`src/rtl/generic_pipe.sv`:
```
// Synchronous req/ack FIFO buffer between Vision_Processor pipeline stages.
// Registered acks and read data; full/empty decoded from the stored word count.
module generic_pipe #(
   parameter int unsigned LENGTH = 18,
   parameter int unsigned DEPTH  = 8
) (
   input  logic                     clk,
   input  logic                     reset,
   output logic                     pipe_write_ack,
   input  logic                     pipe_write_req,
   input  logic [LENGTH-1:0]        pipe_write_data,
   output logic                     pipe_read_ack,
   input  logic                     pipe_read_req,
   output logic [LENGTH-1:0]        pipe_read_data,
   output logic                     pipe_full,
   output logic                     pipe_empty,
   output logic [$clog2(DEPTH):0]   pipe_count
);

   localparam int unsigned AW = $clog2(DEPTH);
   localparam int unsigned CW = AW + 1;

   logic [LENGTH-1:0] r_mem [DEPTH];
   logic [AW-1:0]     r_wr_ptr;
   logic [AW-1:0]     r_rd_ptr;
   logic [CW-1:0]     r_count;
   logic              r_write_ack;
   logic              r_read_ack;
   logic [LENGTH-1:0] r_read_data;

   logic              w_full;
   logic              w_empty;
   logic              w_wr_en;
   logic              w_rd_en;

   assign w_full  = (r_count == CW'(DEPTH));
   assign w_empty = (r_count == '0);
   // Acceptance uses the pre-edge flags, so a full pipe never takes a write
   // and an empty pipe never pops, even when both requests are present.
   assign w_wr_en = pipe_write_req && !w_full;
   assign w_rd_en = pipe_read_req  && !w_empty;

   // Storage is not reset; only pointers and count define valid contents.
   always_ff @(posedge clk) begin
      if (!reset && w_wr_en) begin
         r_mem[r_wr_ptr] <= pipe_write_data;
      end
   end

   always_ff @(posedge clk) begin
      if (reset) begin
         r_wr_ptr    <= '0;
         r_rd_ptr    <= '0;
         r_count     <= '0;
         r_write_ack <= 1'b0;
         r_read_ack  <= 1'b0;
         r_read_data <= '0;
      end else begin
         r_write_ack <= w_wr_en;
         r_read_ack  <= w_rd_en;
         if (w_wr_en) begin
            r_wr_ptr <= r_wr_ptr + AW'(1);
         end
         if (w_rd_en) begin
            r_rd_ptr    <= r_rd_ptr + AW'(1);
            r_read_data <= r_mem[r_rd_ptr];
         end
         r_count <= r_count + CW'(w_wr_en) - CW'(w_rd_en);
      end
   end

   assign pipe_write_ack = r_write_ack;
   assign pipe_read_ack  = r_read_ack;
   assign pipe_read_data = r_read_data;
   assign pipe_count     = r_count;
   assign pipe_full      = w_full;
   assign pipe_empty     = w_empty;

endmodule

```
`config.mk`:
```
export PLATFORM = sky130hd
export DESIGN_NAME = generic_pipe
export DESIGN_NICKNAME = d
export VERILOG_FILES = /design/src/rtl/generic_pipe.sv
export SDC_FILE = /design/constraint.sdc
export NUM_CORES = 1
export LEC_CHECK = 0
export ABC_AREA = 0
export CAP_MARGIN = 10
export CELL_PAD_IN_SITES_DETAIL_PLACEMENT = 2
export CELL_PAD_IN_SITES_GLOBAL_PLACEMENT = 2
export CORE_MARGIN = 2
export CORE_UTILIZATION = 47
export CTS_BUF_LIST = sky130_fd_sc_hd__clkbuf_16
export CTS_CLUSTER_DIAMETER = 80
export DETAILED_ROUTE_END_ITERATION = 8
export PLACE_DENSITY = 0.85
export RECOVER_POWER = 100
export SETUP_SLACK_MARGIN = 0.5
export SYNTH_ARGS = -nofsm -noshare
export SYNTH_HDL_FRONTEND = slang
export SYNTH_SLANG_ARGS = --single-unit
```
`constraint.sdc`:
```
create_clock -name clk -period 6.3 [get_ports clk]
set_clock_uncertainty 0.05 [all_clocks]
set_input_delay 1.26 -clock clk [delete_from_list [all_inputs] [get_ports clk]]
set_output_delay 1.26 -clock clk [all_outputs]
set_load 0.005 [all_outputs]
```
==> results_tabular.tex, run 1 <==
\begin{tabular}{lr}
\hline
Metric & Value \\
\hline
\multicolumn{2}{l}{\textbf{Status}} \\
Run status & finished with violations \\
Violations in the final reports & capacitance limit, slew limit \\
\multicolumn{2}{l}{\textbf{Timing}} \\
Post-route worst setup slack & 1.82 ns \\
RSZ-0062 raised after global routing & false \\
Hold Slack & between 0.4 and 0.5 ns \\
Tmin final & 4.48 ns \\
Achievable Freq & 0.223 GHz \\
Pins over their slew limit & 30 \\
Transition time of the tightest slew-check pin & 2.09 ns \\
Total count of hold-check failures in the final report & 0 \\
Final setup fails & 0 \\
Worst max-slew margin expressed relative to the limit & -0.398 \\
Sum Neg Setup Slack & 0 ns \\
Post-route clock period utilization & 0.711 \\
\multicolumn{2}{l}{\textbf{Placement}} \\
Total half-perimeter wirelength after legalization and detailed placement & 10,200 um \\
Worst slack at placement & $\sim$2.1 ns \\
Placer's final routability congestion estimate & 0.738 \\
Area of placed instances & between 7000 and 8000 um\^{}2 \\
Port buffer count & between 40 and 50 \\
\multicolumn{2}{l}{\textbf{GRT}} \\
Global-route total usage across every layer & 0.259 \\
Pin count of the biggest net entering global routing & 45 \\
First-pass GRT wire length & 27,300 um \\
Antenna violations before repair & 0 \\
Via count of the first global-routing pass & 4,193 \\
Grt total ovfl & 0 \\
\multicolumn{2}{l}{\textbf{Clocking}} \\
Clock Tree Buf Depth & 2 \\
Clock tree from TritonCTS & done \\
Quantity of hold-fixing buffers added after cts & 0 \\
Worst-skew pair later-pin latency & 0.42 ns \\
Clock buffers created by TritonCTS & 17 \\
Count of instances resized after the clock tree is built & 0 \\
H-tree levels & 4 \\
Root buffer cell & clkbuf\_16 \\
Number of buffers inserted to repair setup after CTS & 0 \\
Sink Count & 174 \\
Clock transition time at the flip-flop clock pins of the worst setup and hold paths & 0.06 ns \\
\multicolumn{2}{l}{\textbf{Layout}} \\
Area Growth Syn to Fin & 18.5\% \\
Most frequent cells in the layout & 144 x edfxtp\_1, 73 x mux2i\_1, 46 x dlygate4sd3\_1 \\
Fillers & around 1.2k \\
Most common cell after layout, fill and taps aside & edfxtp\_1 \\
Number of antenna diodes & 0 \\
Fraction of layout instances using a drive strength above 1 & 0.0817 \\
Final cell area excluding filler cells & 7870 um\^{}2 \\
Final \#Nets & about 470 \\
\multicolumn{2}{l}{\textbf{Logic synthesis}} \\
Count of state elements after synthesis & 174 \\
Number of enable flip-flop cells after synthesis & 144 \\
Share of the synthesized area in the top cell type & 0.651 \\
Post-synth cell types & 30 \\
Sequential-to-total area share from yosys stat & 0.742 \\
Dominant cells by area after synthesis & edfxtp\_1 65\%, mux2i\_1 11\%, dfxtp\_1 9.0\%, a22oi\_1 4.1\%, a32o\_1 2.7\% \\
Post-synthesis instance area & 6640 um\^{}2 \\
Share of synthesized registers carrying an async set or reset & 0 \\
Number of cells produced by synthesis & between 300 and 400 \\
Most used flip-flop cell after synthesis & edfxtp\_1 \\
Avg Cell Area, Syn & 17.2 um\^{}2 \\
Syn. warnings & 0 \\
Library cell occupying the most area in the post-synthesis netlist & edfxtp\_1 \\
Synthesized netlist net count & $\sim$420 \\
\multicolumn{2}{l}{\textbf{Route}} \\
Vias post-DR & 3,703 \\
Vias per cell & 5.85 \\
Remaining number of nets flagged by the antenna check after routing & 0 \\
Remaining routing DRC violations & 0 \\
Post-Route WL & 18,200 um \\
Violation count after the first detailed-route iteration & 307 \\
Wirelength per Cell & 28.8 um \\
First-pass detailed-route iteration total & 4 \\
\multicolumn{2}{l}{\textbf{Floorplanning}} \\
Initial Util & 0.480 \\
Number of I/O pins & between 40 and 50 \\
Cell row count & 43 \\
CORE AREA & 13,800 um\^{}2 \\
DIE AREA & 15,100 um\^{}2 \\
Floorplan die width & 123 um \\
Chip Height & 123 um \\
\multicolumn{2}{l}{\textbf{Power}} \\
Max VDD drop & approximately 0.0002 V \\
Reported leakage power & 2.64 nW \\
PwrDens & 407 nW/um\^{}2 \\
Pwr Total & 0.00320 W \\
\multicolumn{2}{l}{\textbf{Run}} \\
Max-cap violations & 4 \\
\multicolumn{2}{l}{\textbf{Critical path}} \\
Cells on worst reg2reg path & 8 \\
Type of destination of the critical path & flop \\
Start point of the critical path & reset \\
Flop2flop setup slack & 2.75 ns \\
Worst setup SP type & primary input \\
Reg-to-Reg End & r\_mem[1][6] \\
Critical Path RT & 6.30 ns \\
Startpoint of the worst register-to-register path & pipe\_count[2] \\
Highest net fanout along the worst path & 13 \\
Data arrival time at the worst-slack endpoint & 4.48 ns \\
End point of the critical path & r\_mem[1][6] \\
Type of the setup path with the least slack & primary input to flop \\
\multicolumn{2}{l}{\textbf{Hold path}} \\
Worst Hold Launch & pipe\_read\_data[17] \\
Hold Path Stages & 1 \\
Hold Crit Class & flop to flop \\
\hline
\end{tabular}
state kept, by name (all words and copies together) (netlist names):
name / cells
pipe_count: 4
pipe_read_ack: 1
pipe_read_data: 18
pipe_write_ack: 1
r_mem: 144
r_rd_ptr: 3
r_wr_ptr: 3
through the flow:
stage	cells	util
floorplan	385	-
CTS	633	0.572
global route	633	0.569
detailed placement	601	0.528
global placement	601	0.528
finish	633	0.569
synthesized netlist by cell type (2+ instances only):
master,instances
a22oi_1,36
buf_2,9
xor2_1,4
ha_1,8
inv_1,8
a32o_1,18
nand2_1,4
nor2b_1,3
xnor2_1,2
mux2i_1,73
nand2b_1,3
clkbuf_1,7
nor3_1,2
nor2_1,16
edfxtp_1,144
nand3_1,3
buf_6,2
a21oi_1,2
dfxtp_1,30
routing by layer:
metal,GRT usage,vias up,share of wire
met5,0,-,0
met4,0.0934,0,0.016
met3,0.0386,25,0.052
met2,0.452,107,0.53
met1,0.329,1945,0.41
li1,-,1626,-
cell type report:
| type | count | area (um^2) | area share |
|---|---|---|---|
| repair buffers | 56 | 508 | 0.0646 |
| clock inverters | 15 | 180 | 0.0229 |
| well taps | 180 | 225 | 0.0286 |
| multi-input cells | 183 | 1570 | 0.199 |
| flip-flops and latches | 174 | 4930 | 0.627 |
| inverters | 8 | 30.0 | 0.00382 |
| clock buffers | 17 | 425 | 0.0541 |
critical path, stage by stage:
cell and delay (ns):
dlygate4sd3_1 0.75, nand2b_1 0.26, nor2_1 0.14, nand2_1 0.16
nor3_1 1.26, clkbuf_1 0.64
where the power goes:
part | internal, W | switching, W
Clock | 0.000656 | 0.000441
Sequential | 0.00134 | 0.000101
Combinational | 0.000316 | 0.000346
Total | 0.00231 | 0.000888
how the worst min path moves through the flow:
| stage | endpoint | slack [ns] |
|---|---|---|
| after floorplan | pipe_read_data[0] | 0.42 |
| after global placement | pipe_read_data[13] | 0.40 |
| after detailed placement | pipe_read_data[7] | 0.41 |
| after CTS | pipe_read_data[17] | 0.43 |
| after global routing | pipe_read_data[17] | 0.44 |
| final | pipe_read_data[17] | 0.42 |
logic make-up after synthesis:
logic type               Yosys count  synth area share
flip-flops                       174             0.742
AND/OR/NAND/NOR                   38            0.0296
multiplexers                      73             0.110
adder cells (fa/ha/maj)            9            0.0181
AO/OA/AOI/OAI                     57            0.0705
XOR/XNOR                           6           0.00792
buffers and inverters             28            0.0221
Power figures use the tool's default switching activity.
==> run 2: changes to the inputs <==
--- a/config.mk
+++ b/config.mk
@@ -10,11 +10,11 @@
 export CELL_PAD_IN_SITES_DETAIL_PLACEMENT = 2
 export CELL_PAD_IN_SITES_GLOBAL_PLACEMENT = 2
 export CORE_MARGIN = 2
-export CORE_UTILIZATION = 47
+export CORE_UTILIZATION = 39
 export CTS_BUF_LIST = sky130_fd_sc_hd__clkbuf_16
 export CTS_CLUSTER_DIAMETER = 80
 export DETAILED_ROUTE_END_ITERATION = 8
-export PLACE_DENSITY = 0.85
+export PLACE_DENSITY = 0.75
 export RECOVER_POWER = 100
 export SETUP_SLACK_MARGIN = 0.5
 export SYNTH_ARGS = -nofsm -noshare
==> constraint.sdc (replaced) <==
create_clock -name clk -period 3.9 [get_ports clk]
set_clock_uncertainty 0.05 [all_clocks]
set_input_delay 0.78 -clock clk [delete_from_list [all_inputs] [get_ports clk]]
set_output_delay 0.78 -clock clk [all_outputs]
set_load 0.005 [all_outputs]
==> run 2 against run 1 <==
Against the previous run:
- the flow now finishes without violations
- register-to-register slack worse by 1.5 ns
- cell count is 7.6% higher
- total power rose by 59%
- highest routed layer unchanged
- final area rose by 1.3%
- worst hold slack lost 0.0034 ns
- first-iteration DRC count down 30%
- sequential cell count unchanged
- non-clock buffer count increased by 8
==> results_tabular.tex, run 2 (same netlist as run 1, synthesis figures left out) <==
\begin{tabular}{lr}
\hline
Metric & Value \\
\hline
\multicolumn{2}{l}{\textbf{Timing}} \\
Total count of hold-check failures in the final report & 0 \\
Final setup fails & 0 \\
Pins over their slew limit & 0 \\
Sum Neg Setup Slack & 0 ns \\
Achievable Freq & 0.313 GHz \\
Worst max-slew margin expressed relative to the limit & 0.257 \\
Transition time of the tightest slew-check pin & 1.11 ns \\
RSZ-0062 raised after global routing & false \\
Tmin final & between 3 and 4 ns \\
Post-route clock period utilization & 0.818 \\
\multicolumn{2}{l}{\textbf{Route}} \\
Remaining number of nets flagged by the antenna check after routing & 0 \\
First-pass detailed-route iteration total & 5 \\
Vias per cell & around 5.4 \\
Post-Route WL & $\sim$17,000 um \\
Violation count after the first detailed-route iteration & 215 \\
Wirelength per Cell & 25.2 um \\
Remaining routing DRC violations & 0 \\
Vias post-DR & 3,672 \\
\multicolumn{2}{l}{\textbf{Clocking}} \\
Worst-skew pair later-pin latency & 0.43 ns \\
Number of buffers inserted to repair setup after CTS & 0 \\
Clock Tree Buf Depth & 2 \\
Root buffer cell & clkbuf\_16 \\
H-tree levels & 4 \\
Clock transition time at the flip-flop clock pins of the worst setup and hold paths & 0.07 ns \\
Count of instances resized after the clock tree is built & 0 \\
Clock tree from TritonCTS & done \\
Clock buffers created by TritonCTS & 17 \\
Quantity of hold-fixing buffers added after cts & 0 \\
Sink Count & 174 \\
\multicolumn{2}{l}{\textbf{Power}} \\
PwrDens & 638 nW/um\^{}2 \\
Pwr Total & around 0.0051 W \\
Share of power burned in combinational logic & 0.200 \\
Reported leakage power & 2.65 nW \\
Max VDD drop & 0.000373 V \\
Internal power contribution & approximately 0.0037 W \\
Flop pwr share & 0.462 \\
Net Sw Power & 0.00140 W \\
Clock network fraction of total power & 0.338 \\
Net switching fraction of the power & 0.275 \\
\multicolumn{2}{l}{\textbf{GRT}} \\
Via count of the first global-routing pass & 4,182 \\
First-pass GRT wire length & 26,100 um \\
Global-route total usage across every layer & 0.201 \\
Antenna violations before repair & 0 \\
Grt total ovfl & 0 \\
Pin count of the biggest net entering global routing & 45 \\
\multicolumn{2}{l}{\textbf{Floorplanning}} \\
Floorplan die width & 134 um \\
DIE AREA & 18,100 um\^{}2 \\
Initial Util & 0.400 \\
Cell row count & 47 \\
Number of I/O pins & 48 \\
CORE AREA & around 17,000 um\^{}2 \\
Chip Height & 134 um \\
\multicolumn{2}{l}{\textbf{Layout}} \\
Area Growth Syn to Fin & 20.0\% \\
Register with the highest flop count & r\_mem \\
Fillers & 1,547 \\
Most common cell after layout, fill and taps aside & edfxtp\_1 \\
Most frequent cells in the layout & 144 x edfxtp\_1, 73 x mux2i\_1, 45 x dlygate4sd3\_1 \\
Max reg flops & approximately 140 \\
Number of antenna diodes & 0 \\
Final \#Nets & 479 \\
Fraction of layout instances using a drive strength above 1 & 0.0954 \\
\multicolumn{2}{l}{\textbf{Critical path}} \\
Data arrival time at the worst-slack endpoint & 3.20 ns \\
Type of the setup path with the least slack & primary input to flop \\
Critical Path RT & 3.91 ns \\
Startpoint of the worst register-to-register path & pipe\_count[2] \\
Critical path's slowest cell & clkbuf\_1 \\
Highest net fanout along the worst path & 13 \\
Worst-path cell chain & dlygate4sd3\_1, clkbuf\_1, nand2b\_1, or3\_1, nor2\_1, clkbuf\_1 \\
Worst path max stage delay & 0.62 ns \\
Start point of the critical path & reset \\
Type of destination of the critical path & flop \\
Most prevalent standard cell on the critical path & clkbuf\_1 \\
Worst setup SP type & primary input \\
\multicolumn{2}{l}{\textbf{Status}} \\
Run status & finished clean \\
\multicolumn{2}{l}{\textbf{Placement}} \\
Placer's final routability congestion estimate & 0.720 \\
Total half-perimeter wirelength after legalization and detailed placement & 10,700 um \\
Port buffer count & 47 \\
\multicolumn{2}{l}{\textbf{Hold path}} \\
Hold Crit Class & flop to flop \\
Worst Hold Launch & pipe\_read\_data[11] \\
\multicolumn{2}{l}{\textbf{Run}} \\
Max-cap violations & 0 \\
\hline
\end{tabular}
## run 2: worst max-delay path: cells and delay by family
kind                   cells  cell delay, ns
buffers and inverters      3            1.48
and+or+nand+nor            3            0.93
## run 2: area by class of cell
| type | count | area [um^2] | area share |
|---|---|---|---|
| clock buffers | 17 | 425 | 0.0534 |
| repair buffers | 64 | 562 | 0.0705 |
| flip-flops and latches | 174 | 4930 | 0.619 |
| inverters | 8 | 30.0 | 0.00377 |
| clock inverters | 15 | 173 | 0.0217 |
| multi-input cells | 183 | 1570 | 0.197 |
| well taps | 220 | 275 | 0.0346 |
## run 2: power by group through the flow
| stage | sequential (W) | combinational (W) | clock, W |
|---|---|---|---|
| 2_1_floorplan | 0.00226 | 0.000740 | 0 |
| 3_3_place_gp | 0.00238 | 0.00101 | 0 |
| 3_5_place_dp | 0.00239 | 0.00107 | 0 |
| 4_1_cts | 0.00236 | 0.00108 | 0.00175 |
| 5_1_grt | 0.00237 | 0.00111 | 0.00182 |
| 6_report | 0.00235 | 0.00101 | 0.00172 |
## run 2: worst paths after layout
| check | to | slack [ns] | cells past startpoint |
|---|---|---|---|
| setup / recovery | r_mem[4][17] | 0.71 | 6 |
| hold / removal | pipe_read_data[11] | 0.42 | 1 |
| setup reg to reg | r_mem[4][17] | 1.25 | 7 |
| hold reg to reg | pipe_read_data[11] | 0.42 | 1 |
## run 2: per-layer routing
layer / share of wire / wire (um) / up-vias / track usage
met5: 0 / 0 / - / 0
met4: 0.014 / 240 / 0 / 0.0596
met3: 0.022 / 386 / 16 / 0.0368
met2: 0.55 / 9390 / 52 / 0.372
met1: 0.42 / 7160 / 1965 / 0.237
li1: - / - / 1639 / -
## run 2: through the flow
step	instances	worst slack, ns	util	hold WS [ns]	area (um^2)
2_1_floorplan	385	0.883	-	0.416	6640
3_3_place_gp	649	1.17	0.447	0.406	7410
3_5_place_dp	649	1.01	0.447	0.412	7410
4_1_cts	681	0.868	0.483	0.427	8010
5_1_grt	681	0.603	0.480	0.452	7960
6_report	681	0.708	0.480	0.416	7960
==> run 3: changes to the inputs <==
--- a/config.mk
+++ b/config.mk
@@ -10,11 +10,11 @@
 export CELL_PAD_IN_SITES_DETAIL_PLACEMENT = 2
 export CELL_PAD_IN_SITES_GLOBAL_PLACEMENT = 2
 export CORE_MARGIN = 2
-export CORE_UTILIZATION = 39
+export CORE_UTILIZATION = 43
 export CTS_BUF_LIST = sky130_fd_sc_hd__clkbuf_16
 export CTS_CLUSTER_DIAMETER = 80
 export DETAILED_ROUTE_END_ITERATION = 8
-export PLACE_DENSITY = 0.75
+export PLACE_DENSITY = 0.79
 export RECOVER_POWER = 100
 export SETUP_SLACK_MARGIN = 0.5
 export SYNTH_ARGS = -nofsm -noshare
==> constraint.sdc (replaced) <==
create_clock -name clk -period 3.2 [get_ports clk]
set_clock_uncertainty 0.05 [all_clocks]
set_input_delay 0.64 -clock clk [delete_from_list [all_inputs] [get_ports clk]]
set_output_delay 0.64 -clock clk [all_outputs]
set_load 0.005 [all_outputs]
==> run 3 against run 2 <==
Against the previous run:
- cell count decreased by 5.1%
- sequential power grew 19%
- final area shrank 1.2%
- critical path depth shrank 1
- critical path type is now flop to primary output
==> results_tabular.tex, run 3 (same netlist as run 1, synthesis figures left out) <==
\begin{tabular}{lr}
\hline
Metric & Value \\
\hline
\multicolumn{2}{l}{\textbf{Critical path}} \\
Highest net fanout along the worst path & 3 \\
Reg-to-Reg End & pipe\_count[2] \\
Data arrival time at the worst-slack endpoint & 1.98 ns \\
Worst setup SP type & flop \\
Cells on worst reg2reg path & 11 \\
Startpoint of the worst register-to-register path & pipe\_count[2] \\
Flop2flop setup slack & 0.53 ns \\
Type of destination of the critical path & primary output \\
Type of the setup path with the least slack & flop to primary output \\
Critical Path RT & 2.51 ns \\
\multicolumn{2}{l}{\textbf{Clocking}} \\
Root buffer cell & clkbuf\_16 \\
Clock tree from TritonCTS & done \\
H-tree levels & 4 \\
Quantity of hold-fixing buffers added after cts & 0 \\
Worst-skew pair later-pin latency & 0.42 ns \\
Clock Tree Buf Depth & 2 \\
Clock transition time at the flip-flop clock pins of the worst setup and hold paths & 0.06 ns \\
Clock buffers created by TritonCTS & 17 \\
Number of buffers inserted to repair setup after CTS & 0 \\
Sink Count & about 170 \\
\multicolumn{2}{l}{\textbf{GRT}} \\
Global-route total usage across every layer & 0.232 \\
Via count of the first global-routing pass & approximately 4.2k \\
First-pass GRT wire length & 26,800 um \\
Antenna violations before repair & 0 \\
Grt total ovfl & 0 \\
Pin count of the biggest net entering global routing & 36 \\
\multicolumn{2}{l}{\textbf{Status}} \\
Run status & finished clean \\
\multicolumn{2}{l}{\textbf{Layout}} \\
Final Core Density & 0.519 \\
Number of antenna diodes & 0 \\
Most frequent cells in the layout & 144 x edfxtp\_1, 73 x mux2i\_1, 43 x dlygate4sd3\_1 \\
Final \#Nets & 476 \\
Most common cell after layout, fill and taps aside & edfxtp\_1 \\
Max reg flops & 144 \\
Area Growth Syn to Fin & 18.5\% \\
Register with the highest flop count & r\_mem \\
Area used by multi-input combinational logic & 1560 um\^{}2 \\
Fraction of layout instances using a drive strength above 1 & 0.0895 \\
Fillers & about 1.4k \\
Total area of sequential cells & just under 5000 um\^{}2 \\
Final cell area excluding filler cells & 7870 um\^{}2 \\
\multicolumn{2}{l}{\textbf{Timing}} \\
Post-route worst setup slack & 0.526 ns \\
Sum Neg Setup Slack & 0 ns \\
Tmin final & 2.67 ns \\
Transition time of the tightest slew-check pin & 1.19 ns \\
Pins over their slew limit & 0 \\
Post-route clock period utilization & 0.836 \\
RSZ-0062 raised after global routing & false \\
Final setup fails & 0 \\
Achievable Freq & 0.374 GHz \\
Total count of hold-check failures in the final report & 0 \\
Worst max-slew margin expressed relative to the limit & 0.206 \\
\multicolumn{2}{l}{\textbf{Placement}} \\
Worst slack at placement & around 0.54 ns \\
Area of placed instances & 7360 um\^{}2 \\
Placer's final routability congestion estimate & about 0.69 \\
Total half-perimeter wirelength after legalization and detailed placement & 10,300 um \\
Port buffer count & 47 \\
\multicolumn{2}{l}{\textbf{Power}} \\
Reported leakage power & around 2.7 nW \\
Flop pwr share & 0.458 \\
PwrDens & about 780 nW/um\^{}2 \\
Share of power burned in combinational logic & 0.220 \\
Clock network fraction of total power & 0.322 \\
Max VDD drop & 0.000341 V \\
Internal power contribution & 0.00440 W \\
Net Sw Power & 0.00171 W \\
Net switching fraction of the power & 0.280 \\
\multicolumn{2}{l}{\textbf{Route}} \\
Vias per cell & a little under 6 \\
Remaining routing DRC violations & 0 \\
Post-Route WL & roughly 18,000 um \\
Remaining number of nets flagged by the antenna check after routing & 0 \\
First-pass detailed-route iteration total & 4 \\
Violation count after the first detailed-route iteration & 344 \\
Vias post-DR & between 3k and 4k \\
Wirelength per Cell & between 20 and 30 um \\
\multicolumn{2}{l}{\textbf{Floorplanning}} \\
Number of I/O pins & 48 \\
CORE AREA & roughly 15,000 um\^{}2 \\
Chip Height & 128 um \\
Initial Util & 0.438 \\
Cell row count & 45 \\
DIE AREA & about 16,000 um\^{}2 \\
Floorplan die width & 128 um \\
\multicolumn{2}{l}{\textbf{Hold path}} \\
Hold Crit Class & flop to flop \\
Worst Hold Launch & pipe\_read\_data[9] \\
Terminating pin of the worst hold path & pipe\_read\_data[9] \\
Hold Path Stages & 1 \\
\multicolumn{2}{l}{\textbf{Run}} \\
Max-cap violations & 0 \\
\hline
\end{tabular}
run 3: power groups by stage:
stage / clock, W / combinational (W) / sequential, W
6_report: 0.00197 / 0.00135 / 0.00280
5_1_grt: 0.00208 / 0.00145 / 0.00282
4_1_cts: 0.00200 / 0.00143 / 0.00281
3_5_place_dp: 0 / 0.00140 / 0.00285
3_3_place_gp: 0 / 0.00130 / 0.00282
2_1_floorplan: 0 / 0.000903 / 0.00276
run 3: final cells by class:
cell class              instances  share of cell area
clock buffers                  17              0.0541
multi-input cells             183               0.198
well taps                     188              0.0299
flip-flops and latches        174               0.627
clock inverters                15              0.0151
inverters                       8             0.00382
repair buffers                 61              0.0722
run 3: per-layer routing:
layer,wire length (um),vias to the layer above,track usage,share of wire
li1,-,1632,-,-
met3,602,32,0.0501,0.033
met1,7390,1972,0.273,0.41
met4,324,0,0.0814,0.018
met2,9760,89,0.418,0.54
met5,0,-,0,0
run 3: critical path, stage by stage, from the launching register on:
cell           delay (ns)
dfxtp_1              0.31
inv_1                0.10
ha_1                 0.15
or3b_1               0.39
inv_1                0.06
dlygate4sd3_1        0.56
run 3: per-stage QoR:
step	cells	total power [W]	hold WS [ns]
2_1_floorplan	385	0.00366	0.416
3_3_place_gp	614	0.00412	0.406
3_5_place_dp	614	0.00424	0.415
4_1_cts	646	0.00624	0.429
5_1_grt	646	0.00635	0.449
6_report	646	0.00611	0.415
run 3: worst max-delay path by stage:
stage / cells after the start / slack (ns) / to / from
after global routing: 6 / 0.33 / pipe_read_data[15] / pipe_count[3]
after CTS: 5 / 0.52 / pipe_full / pipe_count[2]
after detailed placement: 9 / 0.54 / pipe_count[2] / pipe_write_req
after global placement: 9 / 0.65 / pipe_count[2] / pipe_write_req
after floorplan: 6 / 0.69 / r_mem[4][0] / pipe_count[2]
final: 5 / 0.53 / pipe_empty / pipe_count[2]
run 3: repair_timing:
action / in CTS / in global routing
resized for setup: 2 / 2
gates cloned: 0 / 0
endpoints found under the setup margin: 1 / 1
==> patch 1, RTL diff (flow settings as in run 1) <==
Set the parameter `LENGTH` to 36 (it was 18).
--- a/src/rtl/generic_pipe.sv
+++ b/src/rtl/generic_pipe.sv
@@ -1,7 +1,7 @@
 // Synchronous req/ack FIFO buffer between Vision_Processor pipeline stages.
 // Registered acks and read data; full/empty decoded from the stored word count.
 module generic_pipe #(
-   parameter int unsigned LENGTH = 18,
+   parameter int unsigned LENGTH = 36,
    parameter int unsigned DEPTH  = 8
 ) (
    input  logic                     clk,
Ports: changed (resized pipe_read_data and pipe_write_data); port bits go from 48 to 84. The function was not compared with the original's and may differ.
==> patch 1 against run 1 <==
Final area rose by 93%. Synthesized area grew 97%. Fmax fell by 6.4%. Routed wire length increased by 96%. Sequential cell count up 162. Sequential share of layout area increased by 0.66 points. Combinational power rose by 110%. Worst setup slack got worse by 0.31 ns. Global-route usage down 0.97 points. Power increased by 92%. Highest routed layer is now met5. Clock power increased by 79%. Die area is 93% higher. The flow still finishes with violations (max-capacitance violations, max-slew violations).
==> patch 1: results <==
set metrics [dict create \
    wl_per_cell_um 28.32 \
    diodes 0 \
    p_int_mw 4.345 \
    drtIter0Drc 542 \
    top_register "r_mem" \
    htreeDepth 2 \
    synth.distinct_cells 32 \
    gp_congestion 0.7450 \
    firstDrtPassIters 5 \
    netlist_top_cells_area "edfxtp_1 (66%), mux2i_1 (11%), dfxtp_1 (7.3%)" \
    grt.total_usage_pct 24.95 \
    grt_max_degree 91 \
    grt_pass1_wl_um 52880 \
    clockBufferDepth 3 \
    max_slew_margin_pct -133.2 \
    place_ws_ns 2.130 \
    status "finished with violations" \
    fin_nets 907 \
    ys_ff_latch 336 \
    synth_common_cells "edfxtp_1 (288), mux2i_1 (144), a22oi_1 (72), dfxtp_1 (48), nor2_1 (41)" \
    cp_slowest_cell "nor2_1" \
    syn-num-nets 819 \
    drv_slew 337 \
    path_max_fanout 48 \
    synth_edf_count 288 \
    antenna_found_initial 1 \
    largest_register_ffs 288 \
    yosysSeqAreaShare_pct 73.45 \
    violations "max-capacitance violations, max-slew violations" \
    avgViaCountPerCell 5.680 \
    numCtsBuffers 36 \
    slowest_delay_ns 1.31 \
    drive_gt1_share_pct 10.62 \
    clk_latency_ns 0.52 \
    leakage_nw 5.068 \
    cp.arrival_ns 4.85 \
    portBuffers 83 \
    dp_hpwl_um 20180 \
    drv_cap 12 \
    ir_drop_mv 0.2984 \
    grt_pass1_vias 8155 \
]
-- patch 1: changes by cell type after synthesis, moves of 25 or more --
cell and delta:
nor3_2 +36, a22oi_1 +36, edfxtp_1 +144, mux2i_1 +71
a21oi_1 +37, nor2_1 +25
-- patch 1: cell type report --
| class | instances | area, um2 |
|---|---|---|
| multi-input cells | 381 | 3078 |
| repair buffers | 94 | 907.1 |
| flip-flops and latches | 336 | 9609 |
| clock buffers | 37 | 925.9 |
| well taps | 378 | 473.0 |
| fillers | 2431 | 12450 |
| clock inverters | 28 | 147.6 |
| inverters | 9 | 33.78 |
-- patch 1: path summary, 6_finish.rpt --
path	cells after the start	slack (ns)	from	to
setup / recovery	7	1.51	reset	r_mem[7][6]$_DFFE_PP_
hold / removal	2	0.47	pipe_read_data[16]$_SDFFE_PP0P_	pipe_read_data[16]$_SDFFE_PP0P_
setup reg to reg	5	1.87	r_rd_ptr[0]$_SDFFE_PP0P_	pipe_read_data[9]$_SDFFE_PP0P_
hold reg to reg	2	0.47	pipe_read_data[16]$_SDFFE_PP0P_	pipe_read_data[16]$_SDFFE_PP0P_
-- patch 1: critical path, delay by kind of cell --
kind | cells | cell delay, ns
simple gates | 4 | 1.84
buf+inv | 3 | 1.70
-- patch 1: logic make-up (layout without fill, tap and decap cells) --
kind of cell	Yosys count	after routing	share of synthesized area, %
xor+xnor	6	6	0.4017
fa+ha+maj	9	9	0.9182
simple gates	110	110	5.786
compound gates	112	112	5.681
flops	336	336	73.45
buf+inv	53	168	2.745
mux	144	144	11.02
-- patch 1: routing by layer --
metal | global-route usage (%) | share of wire, % | vias to the layer above
met2 | 44.64 | 53 | 203
met5 | 0 | 0.020 | -
met3 | 3.979 | 4.4 | 53
met1 | 31.69 | 41 | 3764
met4 | 6.559 | 1.8 | 2
li1 | - | - | 3152
-- patch 1: power by group through the flow --
stage	Sequential, mW	Combinational, mW	Clock, mW
after detailed placement	2.82	1.42	0
final	2.78	1.41	1.97
after global routing	2.80	1.52	2.07
after floorplan	2.72	1.02	0
after CTS	2.78	1.45	2.00
after global placement	2.80	1.32	0
-- patch 1: metrics by stage --
| stage | utilization (%) | cell area (um2) | hold slack (ns) | instances |
|---|---|---|---|---|
| 2_1_floorplan | - | 13080 | 0.4420 | 770 |
| 3_3_place_gp | 51.51 | 14230 | 0.4623 | 1198 |
| 3_5_place_dp | 51.51 | 14230 | 0.4681 | 1198 |
| 4_1_cts | 55.39 | 15300 | 0.4786 | 1263 |
| 5_1_grt | 54.92 | 15170 | 0.4997 | 1263 |
| 6_report | 54.92 | 15170 | 0.4679 | 1263 |
==> patch 2, RTL diff (flow settings as in run 1) <==
Made on the original files. Put one more register stage on the output `pipe_count`, cleared by the reset. The value now appears one clock later. The other outputs are not delayed to match.
--- a/src/rtl/generic_pipe.sv
+++ b/src/rtl/generic_pipe.sv
@@ -72,7 +72,13 @@
    assign pipe_write_ack = r_write_ack;
    assign pipe_read_ack  = r_read_ack;
    assign pipe_read_data = r_read_data;
-   assign pipe_count     = r_count;
+   always_ff @(posedge clk) begin
+      if (reset) begin
+         pipe_count <= '0;
+      end else begin
+         pipe_count <= r_count;
+      end
+   end
    assign pipe_full      = w_full;
    assign pipe_empty     = w_empty;
 
Behaviour: not the same (a bounded check fails within 4 cycles, from zero or initial values and one cycle with reset high).
==> patch 2 against run 1 <==
The run still ends with max-capacitance violations, max-slew violations left. Synthesized area is 1.5% higher. Final area grew 0.78%. Clock power is 5% lower. Routed wire length shrank 1.3%. Core utilization about the same. Power shrank 0.79%. Cell count up 1.3%. Worst setup slack better by 0.41 ns. Sequential share of layout area grew 0.53 points. Sequential cell count increased by 4. Die area increased by 1.5%. Worst hold slack worse by 0.0050 ns. Critical endpoint is now r_mem[4][14]$_DFFE_PP_. Largest power group unchanged.
==> patch 2: results <==
set metrics [dict create \
    status "finished with violations" \
    violations "max-capacitance violations, max-slew violations" \
    grt_pass1_vias 4353 \
    path_max_fanout 18 \
    post_cts_resized 0 \
    largest_register_ffs 144 \
    clk_pin_slew_worst_paths_ns 0.06 \
    diodes 0 \
    clk_latency_ns 0.44 \
    placed_area_mm2 0.007405 \
    dp_hpwl_um 10440 \
    synth_common_cells "edfxtp_1 (144), mux2i_1 (73), a22oi_1 (36), dfxtp_1 (34), nor2_1 (19)" \
    synthXorXnorAreaFrac_pct 0.7798 \
    post_cts_buffers 0 \
    slowest_delay_ns 1.05 \
    gp_congestion 0.7411 \
    drv_cap 1 \
    placed_cells 609 \
    htreeDepth 4 \
    synth_fa_ha_area_share_pct 1.782 \
    cp_slowest_cell "clkbuf_1" \
    drv_slew 20 \
    firstDrtPassIters 5 \
    worstMarginPinSlew_ns 2.032 \
    wl_per_cell_um 28.11 \
    grt.total_usage_pct 25.62 \
    yosysSeqAreaShare_pct 74.27 \
    synthArstFlopShare_pct 0 \
    top_register "r_mem" \
    drtIter0Drc 231 \
    clockBufferDepth 2 \
    synth.distinct_cells 29 \
    grt_pass1_wl_um 26990 \
    ir_drop_mv 0.3195 \
    netlist_top_cells_area "edfxtp_1 (64%), mux2i_1 (11%), dfxtp_1 (10%)" \
    drive_gt1_share_pct 8.243 \
    synthMuxAreaShare_pct 10.84 \
    ys_warn_count 0 \
    place_ws_ns 2.599 \
    synth_compound_area_share_pct 6.944 \
    fin_nets 479 \
    hp-class "reg -> reg" \
    syn_inst 394 \
    antenna_found_initial 0 \
    avgViaCountPerCell 5.863 \
    numCtsBuffers 17 \
    leakage_nw 2.654 \
    stdcell_count 641 \
    cp.arrival_ns 4.05 \
    cts-root-buf "clkbuf_16" \
    portBuffers 47 \
    grt_max_degree 72 \
    syn-num-nets 425 \
    p_int_mw 2.274 \
    synth_edf_count 144 \
]
[patch 2: cells by family after synthesis]
group                      count (synthesis)
adders and majority gates                  9
buffers and inverters                     29
and+or+nand+nor                           42
DFF                                      178
muxes                                     73
xor gates and xnor gates                   6
AOI/OAI and AO/OA                         57
[patch 2: power by group through the flow]
stage	Combinational, mW	Clock, mW	Sequential, mW
after floorplan	0.461	0	1.43
after global placement	0.673	0	1.44
after detailed placement	0.727	0	1.45
after CTS	0.750	1.05	1.43
after global routing	0.773	1.09	1.44
final	0.711	1.04	1.43
[patch 2: final timing paths]
kind / startpoint / endpoint / slack, ns / cells past startpoint
min: pipe_read_data[15]$_SDFFE_PP0P_ / pipe_read_data[15]$_SDFFE_PP0P_ / 0.41 / 1
max: reset / r_mem[4][14]$_DFFE_PP_ / 2.24 / 5
max reg2reg: r_count[2]$_SDFF_PP0_ / r_mem[4][14]$_DFFE_PP_ / 3.17 / 7
min reg2reg: pipe_read_data[15]$_SDFFE_PP0P_ / pipe_read_data[15]$_SDFFE_PP0P_ / 0.41 / 1
[patch 2: layer usage]
layer | GRT usage, % | vias up | routed length, um
met1 | 29.89 | 1995 | 7462
met3 | 5.632 | 23 | 559
li1 | - | 1653 | -
met2 | 46.36 | 87 | 9730
met4 | 9.162 | 0 | 265
met5 | 0 | - | 0
[patch 2: critical path, delay by kind of cell]
kind / cells / cell delay [ns]
buf+inv: 2 / 1.84
simple gates: 3 / 0.93
[patch 2: final cells by class]
class / instances / area (um2)
Multi-Input combinational cell: 187 / 1585
Clock inverter: 15 / 143.9
Sequential cell: 178 / 5009
Fill cell: 1201 / 6008
Clock buffer: 17 / 425.4
Timing Repair Buffer: 56 / 508.0
Inverter: 8 / 30.03
Tap cell: 180 / 225.2
